`config.mk`:
```
export PLATFORM = sky130hd
export DESIGN_NAME = pipeline_stall_ctrl
export DESIGN_NICKNAME = d
export VERILOG_FILES = /design/src/rtl/pipeline_stall_ctrl.sv
export SDC_FILE = /design/constraint.sdc
export NUM_CORES = 1
export LEC_CHECK = 0
export ABC_AREA = 1
export BUFFER_PORTS_ARGS = -buffer_cell sky130_fd_sc_hd__buf_2
export CAP_MARGIN = 20
export CORE_MARGIN = 2
export CORE_UTILIZATION = 42
export DETAILED_ROUTE_END_ITERATION = 12
export PLACE_DENSITY = 0.89
export SLEW_MARGIN = 20
export SYNTH_ARGS = -nofsm -noshare
export SYNTH_HDL_FRONTEND = slang
export SYNTH_SLANG_ARGS = --single-unit
```
`constraint.sdc`:
```
create_clock -name clk -period 1.33 [get_ports clk]
set_input_delay 0.0665 -clock clk [delete_from_list [all_inputs] [get_ports clk]]
set_output_delay 0.0665 -clock clk [all_outputs]
set_load 0.03 [all_outputs]
```
`src/rtl/pipeline_stall_ctrl.sv`:
```
// Hazard and stall controller for the five-stage MIPS pipeline: Tuse/Tnew register hazards plus MDU busy tracking.
// Optional build macro STALL_PERF_EN adds a 32-bit stalled-cycle counter on stall_cnt (tied to 0 otherwise).
module pipeline_stall_ctrl #(
    parameter int MULT_CYCLES = 5,
    parameter int DIV_CYCLES  = 10
) (
    input  logic        clk,
    input  logic        reset,
    input  logic [4:0]  d_rs,
    input  logic [4:0]  d_rt,
    input  logic [1:0]  d_tuse_rs,
    input  logic [1:0]  d_tuse_rt,
    input  logic        d_is_md,
    input  logic [4:0]  e_wa,
    input  logic [1:0]  e_tnew,
    input  logic [4:0]  m_wa,
    input  logic [1:0]  m_tnew,
    input  logic [1:0]  e_md_start,
    output logic        en_pc,
    output logic        en_fd,
    output logic        flush_de,
    output logic        md_busy,
    output logic [31:0] stall_cnt
);

    localparam logic [1:0] MD_START_MULT = 2'b01;
    localparam logic [1:0] MD_START_DIV  = 2'b10;
    localparam logic [3:0] MULT_LOAD     = 4'(MULT_CYCLES);
    localparam logic [3:0] DIV_LOAD      = 4'(DIV_CYCLES);

    logic [3:0] md_cnt;
    logic       md_idle;
    logic       start_mult;
    logic       start_div;
    logic       hazard_rs;
    logic       hazard_rt;
    logic       stall_md;
    logic       stall;

    // A producer only blocks D if it writes a real register that D reads before the result is forwardable.
    function automatic logic reg_hazard(
        input logic [4:0] src,
        input logic [1:0] tuse,
        input logic [4:0] wa,
        input logic [1:0] tnew
    );
        return (src == wa) && (wa != 5'd0) && (tuse < tnew);
    endfunction

    assign md_idle    = (md_cnt == 4'd0);
    assign start_mult = (e_md_start == MD_START_MULT);
    assign start_div  = (e_md_start == MD_START_DIV);

    // NOTE: every signal driven here gets a value on every path, so no latch is inferred.
    always_comb begin
        hazard_rs = reg_hazard(d_rs, d_tuse_rs, e_wa, e_tnew)
                  | reg_hazard(d_rs, d_tuse_rs, m_wa, m_tnew);
        hazard_rt = reg_hazard(d_rt, d_tuse_rt, e_wa, e_tnew)
                  | reg_hazard(d_rt, d_tuse_rt, m_wa, m_tnew);
        md_busy   = ~reset & (~md_idle | start_mult | start_div);
        stall_md  = d_is_md & md_busy;
        stall     = ~reset & (hazard_rs | hazard_rt | stall_md);
    end

    assign en_pc    = ~stall;
    assign en_fd    = ~stall;
    assign flush_de = stall;

    // NOTE: state registers use non-blocking assignments and a synchronous reset sampled only at the clock edge.
    always_ff @(posedge clk) begin
        if (reset) begin
            md_cnt <= 4'd0;
        end else if (md_idle && start_mult) begin
            md_cnt <= MULT_LOAD;
        end else if (md_idle && start_div) begin
            md_cnt <= DIV_LOAD;
        end else if (!md_idle) begin
            md_cnt <= md_cnt - 4'd1;
        end
    end

`ifdef STALL_PERF_EN
    logic [31:0] stall_cnt_q;

    always_ff @(posedge clk) begin
        if (reset) begin
            stall_cnt_q <= 32'd0;
        end else if (stall) begin
            stall_cnt_q <= stall_cnt_q + 32'd1;
        end
    end

    assign stall_cnt = stall_cnt_q;
`else
    assign stall_cnt = 32'd0;
`endif

endmodule

```
==> flow_summary.json <==
{
  "status": "finished with violations",
  "failed_checks": "setup timing",
  "cts_tree": "done",
  "min_period_ps": 1489,
  "dp_slack_ps": -26.03,
  "cts.clk_slew.worst_paths_ps": 40,
  "root_buffer": "clkbuf_4",
  "antenna_cells": 0,
  "r2r_slack_ps": -70,
  "ant_nets": 0,
  "yosys.cell_types.count": 23,
  "ctsHoldBuffers": 0,
  "ys_async_sr_fraction_pct": 0,
  "grt_pass1_vias": 896,
  "grt_max_degree": 6,
  "synth_top_area_cell": "buf_4",
  "grt_pass1_wl_um": 3539,
  "rows": 17,
  "area_growth_pct": 19.32,
  "synth-edff-count": 0,
  "arrival_ps": 1420,
  "chipHeight_um": 53.67,
  "coreArea_mm2": 0.002276,
  "finalNetCount": 268,
  "ir_drop_uv": 721.6,
  "grtUsageTotal_pct": 16.89,
  "h-tree-depth": 1,
  "crit_required_ps": 1260,
  "dp_hpwl_um": 1967,
  "yosysWarnings": 0,
  "max_cap_violations": 0,
  "start_util_pct": 45.52,
  "gr-total-overflow": 0,
  "crit_type": "reg -> out",
  "syn_area_per_cell_um2": 5.630,
  "clock-sinks": 4,
  "cp_max_fo": 3,
  "clk-insertion-delay-late_ps": 240,
  "ios": 69,
  "final_max_slew_viol_count": 0,
  "finClkSkew_ps": 5.903,
  "synthTopCellsByCount": "54 x nand2_1, 33 x buf_4, 26 x inv_1",
  "final_hold_viol_count": 0,
  "cp-end-kind": "primary output",
  "max_freq_mhz": 671.7,
  "drt-pass1-iter-count": 4,
  "drt-initial-drc-count": 19,
  "globalplace.congestion": 0.8998,
  "yosys-top-cells-area": "buf_4 24%, nand2_1 20%, inv_1 9.4%",
  "powerDensity_mw_per_mm2": 1098,
  "yosysMostFrequentCell": "nand2_1",
  "worst_slack_ps": -158.7,
  "drt-total-wl_um": 2366,
  "hp-class": "in -> reg",
  "setup_viol_count_final": 8,
  "antenna_found_initial": 0,
  "top_register": "md_cnt",
  "p_leak_nw": 0.8165,
  "fin_util_pct": 54.32,
  "via_per_inst": 4.247,
  "drive_gt1_share_pct": 31.72,
  "vias": 1083,
  "dieArea_mm2": 0.002880,
  "fin_crit_sh_pct": 111.9,
  "syn_inst": 184,
  "syn_area_mm2": 0.001036,
  "critPathLaunchType": "flip-flop",
  "rsz0062_at_grt": "true",
  "drc": 0,
  "wl_per_cell_um": 9.278,
  "yosysSeqAreaShare_pct": 7.729,
  "synth_top_area_share_pct": 23.91,
  "cts_made_buffers": 3,
  "synth-main-ff-cell": "dfxtp_1",
  "cts_buffer_depth": 2,
  "yosys_register_bits": 4,
  "io_buffers": 36,
  "die_x_um": 53.67,
  "largest_reg_flops": 4,
  "top_regs": "md_cnt: 4 flops"
}
==> cell type report <==
class	count	area, um^2
fillers	251	1040
multi-input cells	140	714.4
repair buffers	42	239.0
inverters	38	142.6
flip-flops and latches	4	82.58
well taps	28	35.03
clock buffers	3	22.52
==> critical path, stage by stage, from the launching register on <==
cell and delay (ps):
dfxtp_2 310, inv_2 70, ha_4 140, nand3_4 60, a21oi_2 120, o21ai_2 80
nand3_1 80, nand3_2 90, nand2_4 70, inv_2 40, buf_6 120
==> logic make-up (layout without fill, tap and decap cells) <==
family                     after synthesis  after routing  share of synthesized area [%]
AOI/OAI and AO/OA                       14             14                          8.697
xor gates and xnor gates                 4              4                          3.381
adders and majority gates                6              6                          7.246
buffers and inverters                   71             83                          37.68
DFF                                      4              4                          7.730
other                                    1             32                         0.3620
and+or+nand+nor                         84             84                          34.90
==> through the flow <==
step / hold WS [ps] / instance area [um^2] / setup TNS (ps) / std cells / power [mW]
finish: 34.01 / 1236 / -678.2 / 255 / 1.358
global route: 54.45 / 1236 / -1334 / 255 / 1.492
CTS: 22.23 / 1221 / -587.7 / 254 / 1.281
detailed placement: 274.4 / 1150 / -58.44 / 249 / 1.008
global placement: 275.0 / 1150 / -30.80 / 249 / 0.9943
floorplan: 135.6 / 1164 / 0 / 215 / 0.8592
==> power by group <==
| part | total (mW) | switching (mW) | internal (mW) |
|---|---|---|---|
| clock network | 0.150 | 0.0492 | 0.101 |
| logic | 0.997 | 0.578 | 0.419 |
| registers | 0.210 | 0.0306 | 0.180 |
| total | 1.36 | 0.658 | 0.699 |
==> per-layer routing <==
| layer | vias to the layer above | share of wire, % | global-route usage [%] |
|---|---|---|---|
| li1 | 577 | - | - |
| met1 | 459 | 38 | 18.30 |
| met2 | 43 | 54 | 31.91 |
| met3 | 4 | 6.6 | 2.222 |
| met4 | 0 | 1.3 | 7.692 |
| met5 | - | 0 | 0 |
==> path summary, 6_finish.rpt <==
kind | endpoint | cells after the start | from
max | flush_de | 10 | md_cnt[0]$_SDFFE_PP0P_
min | md_cnt[2]$_SDFFE_PP0P_ | 2 | reset
max reg2reg | md_cnt[1]$_SDFFE_PP0P_ | 9 | md_cnt[0]$_SDFFE_PP0P_
min reg2reg | md_cnt[1]$_SDFFE_PP0P_ | 2 | md_cnt[1]$_SDFFE_PP0P_
==> cells in the final DEF (no fill, tap or decap), types with 3 or more instances in the layout <==
master | Yosys | routed
nand2_1 | 54 | 54
conb_1 | 1 | 32
buf_2 | 0 | 32
inv_1 | 26 | 24
inv_2 | 12 | 14
nand3_1 | 11 | 11
nor2_1 | 9 | 9
buf_4 | 33 | 9
ha_1 | 6 | 5
xor2_1 | 4 | 4
a21boi_0 | 3 | 3
nor3_1 | 3 | 3
clkbuf_4 | 0 | 3
==> timing repair <==
item,CTS,global route
pin swaps,6,1
setup endpoints to repair,4,8
gates resized for setup,10,1
setup buffers,2,1
(Power assumes the default switching activity.)
